==> config.mk <==
export PLATFORM = sky130hd
export DESIGN_NAME = bin_to_bcd_seq
export DESIGN_NICKNAME = d
export VERILOG_FILES = /design/src/rtl/bin_to_bcd_seq.sv
export SDC_FILE = /design/constraint.sdc
export NUM_CORES = 1
export LEC_CHECK = 0
export ABC_AREA = 0
export BUFFER_PORTS_ARGS = -buffer_cell sky130_fd_sc_hd__buf_2
export CORE_MARGIN = 10
export CORE_UTILIZATION = 40
export CTS_CLUSTER_DIAMETER = 150
export DETAILED_ROUTE_END_ITERATION = 8
export GPL_TIMING_DRIVEN = 0
export SETUP_SLACK_MARGIN = 0.2
export SKIP_LAST_GASP = 1
export SLEW_MARGIN = 20
export SYNTH_ARGS = -nofsm -noshare
export SYNTH_HDL_FRONTEND = slang
export SYNTH_SLANG_ARGS = --single-unit
export TNS_END_PERCENT = 1
==> constraint.sdc <==
create_clock -name CLK -period 1.65 [get_ports CLK]
set_input_delay 0.4125 -clock CLK [delete_from_list [all_inputs] [get_ports CLK]]
set_output_delay 0.4125 -clock CLK [all_outputs]
set_load 0.02 [all_outputs]
==> src/rtl/bin_to_bcd_seq.sv <==
// Sequential double-dabble binary-to-BCD converter for the frequency display.
// Converts one input bit per clock, holds the last result between conversions
// and saturates counts above 9999 to 16'h9999 with an overflow flag.
module bin_to_bcd_seq #(
  parameter int BIN_WIDTH = 14
) (
  input  logic                 CLK,
  input  logic                 reset,
  input  logic                 start,
  input  logic [BIN_WIDTH-1:0] bin,
  output logic [15:0]          BCD,
  output logic                 busy,
  output logic                 done,
  output logic                 overflow
);

  typedef enum logic [1:0] {
    S_IDLE  = 2'd0,
    S_SHIFT = 2'd1,
    S_DONE  = 2'd2
  } state_t;

  localparam logic [3:0] LAST_SHIFT = 4'(BIN_WIDTH - 1);

  state_t               state_q;
  logic [BIN_WIDTH-1:0] binreg_q, binreg_d;
  logic [15:0]          scr_q, scr_d;
  logic [3:0]           cnt_q;
  logic                 ovf_pend_q;
  logic [15:0]          bcd_q;
  logic                 busy_q;
  logic                 done_q;
  logic                 ovf_q;

  // One double-dabble step: add 3 to every nibble >= 5, then shift left
  // with the next binary bit entering the units digit.
  function automatic logic [15:0] dabble_shift(input logic [15:0] s,
                                               input logic        in_bit);
    logic [15:0] a;
    a = s;
    for (int n = 0; n < 4; n++) begin
      if (a[n*4 +: 4] >= 4'd5) a[n*4 +: 4] = a[n*4 +: 4] + 4'd3;
    end
    return (a << 1) | {15'b0, in_bit};
  endfunction

  // Next values of the combined {scratch, binreg} shift register.
  always_comb begin
    scr_d    = dabble_shift(scr_q, binreg_q[BIN_WIDTH-1]);
    binreg_d = binreg_q << 1;
  end

  // Control FSM with registered outputs; BCD/overflow change only on the done edge.
  always_ff @(posedge CLK) begin
    if (reset) begin
      state_q    <= S_IDLE;
      binreg_q   <= '0;
      scr_q      <= '0;
      cnt_q      <= '0;
      ovf_pend_q <= 1'b0;
      bcd_q      <= 16'h0000;
      busy_q     <= 1'b0;
      done_q     <= 1'b0;
      ovf_q      <= 1'b0;
    end else begin
      done_q <= 1'b0;
      case (state_q)
        S_IDLE: begin
          if (start) begin
            binreg_q   <= bin;
            scr_q      <= '0;
            cnt_q      <= '0;
            ovf_pend_q <= (32'(bin) > 32'd9999);
            busy_q     <= 1'b1;
            state_q    <= S_SHIFT;
          end
        end
        S_SHIFT: begin
          scr_q    <= scr_d;
          binreg_q <= binreg_d;
          cnt_q    <= cnt_q + 4'd1;
          if (cnt_q == LAST_SHIFT) state_q <= S_DONE;
        end
        S_DONE: begin
          // Out-of-range counts have a truncated scratch; force the saturated value.
          bcd_q   <= ovf_pend_q ? 16'h9999 : scr_q;
          ovf_q   <= ovf_pend_q;
          done_q  <= 1'b1;
          busy_q  <= 1'b0;
          state_q <= S_IDLE;
        end
        default: begin
          state_q <= S_IDLE;
          busy_q  <= 1'b0;
        end
      endcase
    end
  end

  assign BCD      = bcd_q;
  assign busy     = busy_q;
  assign done     = done_q;
  assign overflow = ovf_q;

endmodule

==> flow_metrics.py <==
metrics = {
    "timing": {
        "slew_violations": 0,
        "tightest_slew_ns": 0.563,
        "fmax_ghz": 0.708,
        "tns_ns": 0,
        "finalCritPeriodShare": 0.856,
        "period_minus_slack_ns": 1.41,
        "relSlewSlack": 0.625,
        "setup_viol": 0,
        "finClkSkew_ns": 0.00543,
        "finalHoldViolations": 0,
        "rsz0062_at_grt": "true",
    },
    "logic_synthesis": {
        "yosys_warnings": 0,
        "synthCells": 274,
        "ys_types": 38,
        "synth_seq_cells": 56,
        "syn_area_mm2": 0.00240,
        "synth_top_flop_cell": "dfxtp_1",
        "ys_top_cells_by_area": "dfxtp_1 47%, nor2_1 8.4%, ha_1 5.2%, nor3_1 3.5%, nor4_1 3.4%",
        "synth.net_count": 301,
        "syn_avg_cell_area_um2": 8.76,
        "yosys.area.top_type_share": 0.467,
        "synth_top_cell_by_area": "dfxtp_1",
        "synthArstFlopShare": 0,
        "synth-edff-count": 0,
        "yosysSeqAreaShare": 0.467,
    },
    "route": {
        "wl_um": 5790,
        "ant_nets": 0,
        "viasPerCell": 5.14,
        "vias": 2006,
        "drc": 0,
        "first_pass_iters": 4,
        "drt-wirelength-per-cell_um": 14.8,
        "drt_iter0_drc": 80,
    },
    "worst_setup_path": {
        "start_kind": "register",
        "critical_path_arrival_ns": 1.67,
        "end_kind": "register",
        "required_ns": 1.91,
        "worstSetupPathType": "register to register",
        "crit_fanout": 5,
    },
    "placed_design": {
        "port_buffers": 34,
        "dp_hpwl_um": 4170,
        "routabilityCongestion": 0.738,
    },
    "floorplan": {
        "dieArea_mm2": 0.00950,
        "fp-row-count": 28,
        "initial_utilization": 0.408,
        "fp.dieW_um": 97.5,
        "core_mm2": 0.00589,
        "io_pins": 36,
        "die_h_um": 97.5,
    },
    "clocking": {
        "clkLatencyLatePin_ns": 0.31,
        "numCtsBuffers": 5,
        "cts.sinks": 56,
        "htree_levels": 2,
        "path_clk_slew_ns": 0.10,
        "root_buffer": "clkbuf_8",
        "clockBufferDepth": 2,
        "cts-hold-fix-buffers": 0,
        "cts_tree": "built",
    },
    "layout": {
        "n_antenna_cell": 0,
        "nNetsFinal": 342,
        "layout_common_cells": "54 x dfxtp_1, 54 x nor2_1, 39 x buf_2",
        "drive_above_1_share": 0.200,
        "synthToLayoutAreaGrowth_pct": 16.2,
    },
    "job": {
        "maxCapViolCount": 0,
    },
    "grt": {
        "grt_overflow_total": 0,
        "grt_pass1_vias": 1909,
        "grt_max_degree": 16,
        "grt_pass1_wl_um": 9700,
        "grtUsageTotal": 0.124,
        "antenna_found_initial": 0,
    },
    "status": {
        "outcome": "complete, no violations",
    },
    "power_and_ir_drop": {
        "leakagePower_nw": 1.16,
        "irDropWorstVdd_uv": 366,
        "power_density_mw_per_mm2": 895,
        "p_total_w": 0.00250,
    },
    "worst_hold_path": {
        "hold_class": "input pin to register",
    },
}
## flip-flops by register name, summed over array words and instances, names as in the netlist
signal and count:
cnt_q 4, state_q 2, scr_q 16, binreg_q 14, overflow 1, done 1
ovf_pend_q 1, busy 1, BCD 16
## cell type report
class | count | area (um2)
buffer | 15 | 88.8
tap | 75 | 93.8
multi-input combinational | 194 | 1180
fill | 605 | 3100
clock buffer | 7 | 96.3
inverter | 9 | 33.8
timing repair buffer | 34 | 170
sequential | 56 | 1120
## synthesized netlist by cell type (all sizes together), types with 6 or more instances
master,number
o22ai,6
nor2,55
nand2,13
nand2b,9
a21oi,15
ha,10
buf,11
inv,9
nor4,13
dfxtp,56
nor3,17
## worst max-delay path, stage by stage (launching register included)
cell and delay [ns]:
dfxtp_1 0.34, inv_1 0.11, ha_1 0.20, nand2b_1 0.15
a21oi_2 0.22, mux2i_1 0.22, a22o_1 0.13
## per-stage QoR
step           hold slack [ns]  std cells  setup WS (ns)  instance area (um2)   util
2_1_floorplan            0.420        274          0.331                 2400      -
3_3_place_gp             0.439        383         0.0315                 2670  0.453
3_5_place_dp             0.444        383        0.00947                 2670  0.453
4_1_cts                  0.318        390          0.148                 2770  0.470
5_1_grt                  0.316        390          0.105                 2790  0.474
6_report                 0.333        390          0.238                 2790  0.474
## final timing paths
path                            startpoint     endpoint  slack, ns  depth (start not counted)
worst max register to register    scr_q[1]     scr_q[2]       0.24                          6
worst min-delay path                bin[0]  binreg_q[0]       0.33                          2
worst max-delay path              scr_q[1]     scr_q[2]       0.24                          6
worst min register to register      BCD[9]       BCD[9]       0.46                          2
## routing by layer
| layer | vias to the layer above | routed length (um) | part of all wire | track usage |
|---|---|---|---|---|
| met1 | 939 | 2950 | 0.51 | 0.166 |
| met5 | - | 0 | 0 | 0 |
| met4 | 0 | 61 | 0.011 | 0.0369 |
| met3 | 6 | 221 | 0.038 | 0.0398 |
| met2 | 26 | 2560 | 0.44 | 0.182 |
| li1 | 1035 | - | - | - |
## cells by family (layout without fill, tap and decap cells)
kind of cell,Yosys count,after routing,share of synthesized area
buf+inv,24,65,0.0500
flops,56,56,0.467
mux,5,5,0.0214
simple gates,124,124,0.250
fa+ha+maj,10,10,0.0521
compound gates,48,48,0.134
xor+xnor,7,7,0.0255
## report_power, final
part | total (W) | switching, W | internal [W] | leakage [nW]
clock | 0.000817 | 0.000441 | 0.000375 | 0.0503
combinational | 0.000242 | 0.000150 | 0.0000926 | 0.656
sequential | 0.00144 | 0.0000347 | 0.00140 | 0.456
## timing repair
item | in CTS | in global routing
resized for setup | 2 | 7
pin swaps | 0 | 3
setup endpoints to repair | 7 | 43
buffers inserted | 0 | 0
Note: power is estimated with default switching activity, not from simulation.
